<file path="src/rtl/input_debounce_pkg.sv">
// rtl/input_debounce_pkg.sv - shared types and constants for the input debouncer
//
// Purpose: holds the debounce FSM state type and the glitch counter width.
// Contents:
//   db_state_t   - ST_LOW / ST_CHK_HIGH / ST_HIGH / ST_CHK_LOW
//   GLITCH_CNT_W - width of the glitch_cnt output
package input_debounce_pkg;

  localparam int GLITCH_CNT_W = 8;

  typedef enum logic [1:0] {
    ST_LOW      = 2'd0,
    ST_CHK_HIGH = 2'd1,
    ST_HIGH     = 2'd2,
    ST_CHK_LOW  = 2'd3
  } db_state_t;

endpackage

</file>
<file path="src/rtl/input_debounce_sync_chain.sv">
// rtl/input_debounce_sync_chain.sv - multi-stage synchronizer for the raw debounce input
//
// Purpose: brings an asynchronous level into the clk domain through STAGES flops.
// Parameters: STAGES (2..4), RESET_VAL (level of every stage after reset)
// Ports:
//   clk   - rising-edge clock
//   reset - synchronous, active-high reset
//   d     - raw asynchronous level
//   q     - synchronized level (last stage)
module sync_chain #(
  parameter int   STAGES    = 2,
  parameter logic RESET_VAL = 1'b0
) (
  input  logic clk,
  input  logic reset,
  input  logic d,
  output logic q
);

  logic [STAGES-1:0] chain_q;

  always_ff @(posedge clk) begin
    if (reset) begin
      chain_q <= {STAGES{RESET_VAL}};
    end else begin
      chain_q <= {chain_q[STAGES-2:0], d};
    end
  end

  assign q = chain_q[STAGES-1];

endmodule

</file>
<file path="src/rtl/input_debounce.sv">
// rtl/input_debounce.sv - synchronizing debouncer with edge pulses and glitch count
//
// Purpose: synchronizes din, accepts a new level only after STABLE_CYCLES
// consecutive synchronized cycles, and emits one-cycle rise/fall pulses.
// Optional feature macro: INPUT_DEBOUNCE_GLITCH_CNT_EN (glitch counter built
// when defined, glitch_cnt tied to zero otherwise).
// Parameters: SYNC_STAGES (2..4), STABLE_CYCLES (1..255), RESET_VAL
// Ports:
//   clk        - rising-edge clock
//   reset      - synchronous, active-high reset
//   din        - raw asynchronous level
//   d_out      - debounced level
//   rise       - one-cycle pulse on accepted 0->1
//   fall       - one-cycle pulse on accepted 1->0
//   glitch_cnt - saturating count of rejected transitions
module input_debounce
  import input_debounce_pkg::*;
#(
  parameter int   SYNC_STAGES   = 2,
  parameter int   STABLE_CYCLES = 4,
  parameter logic RESET_VAL     = 1'b0
) (
  input  logic                    clk,
  input  logic                    reset,
  input  logic                    din,
  output logic                    d_out,
  output logic                    rise,
  output logic                    fall,
  output logic [GLITCH_CNT_W-1:0] glitch_cnt
);

  localparam int             CNT_W     = $clog2(STABLE_CYCLES + 1);
  localparam logic [CNT_W-1:0] CNT_ONE  = CNT_W'(1);
  localparam logic [CNT_W-1:0] CNT_LAST = CNT_W'(STABLE_CYCLES - 1);
  localparam db_state_t      RST_STATE = RESET_VAL ? ST_HIGH : ST_LOW;

  logic             sync_q;
  db_state_t        state_q;
  logic [CNT_W-1:0] cnt_q;
  logic             d_out_q;
  logic             rise_q;
  logic             fall_q;

  sync_chain #(
    .STAGES    (SYNC_STAGES),
    .RESET_VAL (RESET_VAL)
  ) u_sync (
    .clk   (clk),
    .reset (reset),
    .d     (din),
    .q     (sync_q)
  );

  // cnt_q counts synchronized cycles already spent at the candidate level,
  // so acceptance happens on the edge that sees the STABLE_CYCLES-th one.
  always_ff @(posedge clk) begin
    if (reset) begin
      state_q <= RST_STATE;
      cnt_q   <= '0;
      d_out_q <= RESET_VAL;
      rise_q  <= 1'b0;
      fall_q  <= 1'b0;
    end else begin
      rise_q <= 1'b0;
      fall_q <= 1'b0;
      case (state_q)
        ST_LOW: begin
          if (sync_q) begin
            if (STABLE_CYCLES == 1) begin
              state_q <= ST_HIGH;
              d_out_q <= 1'b1;
              rise_q  <= 1'b1;
            end else begin
              state_q <= ST_CHK_HIGH;
              cnt_q   <= CNT_ONE;
            end
          end
        end
        ST_CHK_HIGH: begin
          if (!sync_q) begin
            state_q <= ST_LOW;
            cnt_q   <= '0;
          end else if (cnt_q == CNT_LAST) begin
            state_q <= ST_HIGH;
            cnt_q   <= '0;
            d_out_q <= 1'b1;
            rise_q  <= 1'b1;
          end else begin
            cnt_q <= cnt_q + CNT_ONE;
          end
        end
        ST_HIGH: begin
          if (!sync_q) begin
            if (STABLE_CYCLES == 1) begin
              state_q <= ST_LOW;
              d_out_q <= 1'b0;
              fall_q  <= 1'b1;
            end else begin
              state_q <= ST_CHK_LOW;
              cnt_q   <= CNT_ONE;
            end
          end
        end
        ST_CHK_LOW: begin
          if (sync_q) begin
            state_q <= ST_HIGH;
            cnt_q   <= '0;
          end else if (cnt_q == CNT_LAST) begin
            state_q <= ST_LOW;
            cnt_q   <= '0;
            d_out_q <= 1'b0;
            fall_q  <= 1'b1;
          end else begin
            cnt_q <= cnt_q + CNT_ONE;
          end
        end
        default: begin
          state_q <= RST_STATE;
          cnt_q   <= '0;
        end
      endcase
    end
  end

  assign d_out = d_out_q;
  assign rise  = rise_q;
  assign fall  = fall_q;

`ifdef INPUT_DEBOUNCE_GLITCH_CNT_EN
  logic                    glitch_evt;
  logic [GLITCH_CNT_W-1:0] glitch_q;
  logic [GLITCH_CNT_W-1:0] glitch_d;

  // A glitch is the synchronized input returning to the old level mid-check.
  assign glitch_evt = ((state_q == ST_CHK_HIGH) && !sync_q) ||
                      ((state_q == ST_CHK_LOW)  &&  sync_q);

  always_comb begin
    glitch_d = glitch_q;
    if (glitch_evt && (glitch_q != {GLITCH_CNT_W{1'b1}})) begin
      glitch_d = glitch_q + GLITCH_CNT_W'(1);
    end
  end

  always_ff @(posedge clk) begin
    if (reset) begin
      glitch_q <= '0;
    end else begin
      glitch_q <= glitch_d;
    end
  end

  assign glitch_cnt = glitch_q;
`else
  assign glitch_cnt = '0;
`endif

endmodule

</file>
<file path="config.mk">
export PLATFORM = sky130hd
export DESIGN_NAME = input_debounce
export DESIGN_NICKNAME = d
export VERILOG_FILES = /design/src/rtl/input_debounce_pkg.sv /design/src/rtl/input_debounce_sync_chain.sv /design/src/rtl/input_debounce.sv
export SDC_FILE = /design/constraint.sdc
export NUM_CORES = 1
export LEC_CHECK = 0
export ABC_AREA = 1
export BUFFER_PORTS_ARGS = -buffer_cell sky130_fd_sc_hd__clkbuf_2
export CAP_MARGIN = 30
export CORE_AREA = 2 2 39 41
export DETAILED_ROUTE_END_ITERATION = 10
export DIE_AREA = 0 0 41 43
export SLEW_MARGIN = 20
export SYNTH_ARGS = -nofsm -noshare
export SYNTH_HDL_FRONTEND = slang
export SYNTH_SLANG_ARGS = --single-unit
</file>
<file path="constraint.sdc">
create_clock -name clk -period 1.1 [get_ports clk]
set_input_delay 0.055 -clock clk [delete_from_list [all_inputs] [get_ports clk]]
set_output_delay 0.055 -clock clk [all_outputs]
set_load 0.005 [all_outputs]
</file>
==> impl_metrics.ini <==
[outcome]
status = finished clean

[die]
start_util_pct = 34.8
die_area_um2 = 1760
die_w_um = 41
io_pins = 14
rows = 14
core_area_um2 = 1380
die_y_um = 43

[power_and_ir_drop]
clkPwrFrac_pct = 36.3
switching_power_w = 0.000145
peakVddDrop_uv = 543
leakage_nw = 0.239
pwr-share-seq_pct = 57.2
sw_frac_of_total_pct = 22.1
internal-power_w = 0.000510
p_comb_share_pct = 6.5
p_per_area_nw_per_um2 = 1170

[clock_network]
clock_latency_ns = 0.26
cts_root_buffer = clkbuf_4
htreeDepth = 1
clockBufferDepth = 2
numCtsBuffers = 3
path_clk_slew_ns = 0.06
cts.sinks = 10
cts_tree = built

[routing]
drt-total-wl_um = 708
drtAntennaViolNets = 0
routedWlPerCell_um = 8.23
vias = 347
firstDrtPassIters = 2
drt_iter0_drc = 10
post-route-drc-count = 0
viasPerCell = 4.03

[layout]
multi_input_area_um2 = 234
seq_area_um2 = 203
fin_nets = 76
most-common-layout-cells = nor2_1, dfxtp_1, conb_1
antennaDiodeCount = 0
synthToLayoutAreaGrowth_pct = 16.4
fillerInstances = 147
fin_util_pct = 40.5
drive_above_1_share_pct = 37.1

[job]
cap_violations = 0

[sta]
tns_ns = 0
max_clock_freq_ghz = 0.999
rsz0062_at_grt = no
period_share_pct = 91.0
finalWorstPathRequiredPeriod_ns = 1.00
drv_slew = 0
finClkSkew_ns = 0.00202
finalHoldViolCount = 0
setup_viol = 0

[critical_path]
cpMaxStageDelayCell = dfxtp_2
cp-start-kind = register
end_kind = register
path_class = reg2reg
critPathMaxFanout = 5
reg2reg_setup_slack_ns = 0.1
r2r_end = d_out
reg2reg_from = cnt_q[0]
arrival_ns = 1.16
crit_chain = ha_4 -> nand2_2 -> nor2_4 -> nand2_1 -> nand3_2 -> o21ai_2
rr_worst_depth = 6
worst_ep_required_time_ns = 1.26
critPathMaxStageDelay_ns = 0.36

[hold_path]
hold_depth = 2
min-delay-start = reset
worst_hold_path_type = in2reg
holdPathEnd = cnt_q[1]

[global_routing]
overflow = 0
grt_usage_pct = 10.3
antenna_found_initial = 0
grt_max_degree = 8
grt_pass1_wl_um = 1150
grt_pass1_vias = 304

[place]
gp_congestion = 0.743
port_buffers = 5
dpl.hpwl_um = 550

[yosys]
syn-mean-instance-area_um2 = 8.03
synthTopCellsByArea = dfxtp_1, buf_4, nor2_1
synth_top_area_cell = dfxtp_1
synth_cells = 60
synthDominantCellAreaShare_pct = 41.6
synth.yosys.seq_area_share_pct = 41.6
netlist_area_um2 = 482
synth_warnings = 0
ys_ff_latch = 10
synth_cell_type_count = 20
## worst max path at each step
stage,slack (ns),end,depth (start not counted),startpoint
2_1_floorplan,0.14,d_out,6,cnt_q[0]
3_3_place_gp,0.09,register,6,cnt_q[0]
3_5_place_dp,0.07,d_out,6,cnt_q[0]
4_1_cts,0.06,d_out,6,cnt_q[0]
5_1_grt,0.01,register,6,cnt_q[0]
6_report,0.1,d_out,6,cnt_q[0]
## timing repair
| action | CTS | global route |
|---|---|---|
| hold buffers | 1 | 0 |
| resized for setup | 0 | 5 |
| endpoints found under the hold margin | 1 | 0 |
| endpoints found under the setup margin | 0 | 2 |
| buffers inserted | 0 | 1 |
## cell families after synthesis
kind of cell | Yosys count | share of synthesized area (%)
compound gates | 6 | 7.79
fa+ha+maj | 1 | 2.60
buf+inv | 16 | 19.0
flops | 10 | 41.6
other cells | 1 | 0.778
simple gates | 26 | 28.3
## critical path, delay by kind of cell (launching register included)
kind	cells	cell delay, ns
compound gates	1	0.05
flops	1	0.36
fa+ha+maj	1	0.13
simple gates	4	0.36
## Yosys cell counts
library cell and number:
a21oi_1 2, a21oi_2 1, buf_4 8, clkinv_2 1, conb_1 1, dfxtp_1 10, ha_1 1, inv_1 5
inv_2 2, nand2_1 7, nand2_2 4, nand2_4 2, nand3_1 2, nand4_1 1, nor2_1 8, nor2_4 1
nor3_1 1, o21ai_0 1, o21ai_1 1, o21ai_2 1
## sequential cells by signal, indices dropped and copies added, names as in the netlist, named ones only
register        cells
fall                1
rise                1
u_sync.chain_q      2
state_q             1
d_out               1
cnt_q               3
## per-stage QoR
step	total power [W]	cells	worst slack [ns]	instance area (um2)	hold slack [ns]
2_1_floorplan	0.000428	67	0.137	508	0.124
3_3_place_gp	0.000419	81	0.0883	500	0.249
3_5_place_dp	0.000420	81	0.0658	500	0.257
4_1_cts	0.000668	85	0.0599	533	0.0485
5_1_grt	0.000694	86	0.0134	561	0.0452
6_report	0.000655	86	0.0992	561	0.0537
## metal layers
layer	vias up	track usage (%)	wire (um)
met3	2	9.42	58
met2	10	14.4	313
li1	188	-	-
met1	147	10.4	326
met4	0	4.00	9
met5	-	0	0
## layout make-up
class | instances | share of cell area, %
Tap cell | 16 | 3.57
Multi-Input combinational cell | 41 | 41.7
Clock buffer | 3 | 4.02
Inverter | 8 | 5.58
Timing Repair Buffer | 8 | 8.93
Sequential cell | 10 | 36.2
## power by group through the flow
stage / Combinational [W] / Clock, W / Sequential [W]
floorplan: 0.0000469 / 0 / 0.000381
global placement: 0.0000384 / 0 / 0.000381
detailed placement: 0.0000382 / 0 / 0.000381
CTS: 0.0000412 / 0.000254 / 0.000373
global route: 0.0000480 / 0.000271 / 0.000376
finish: 0.0000428 / 0.000238 / 0.000375
(Power assumes the default switching activity.)
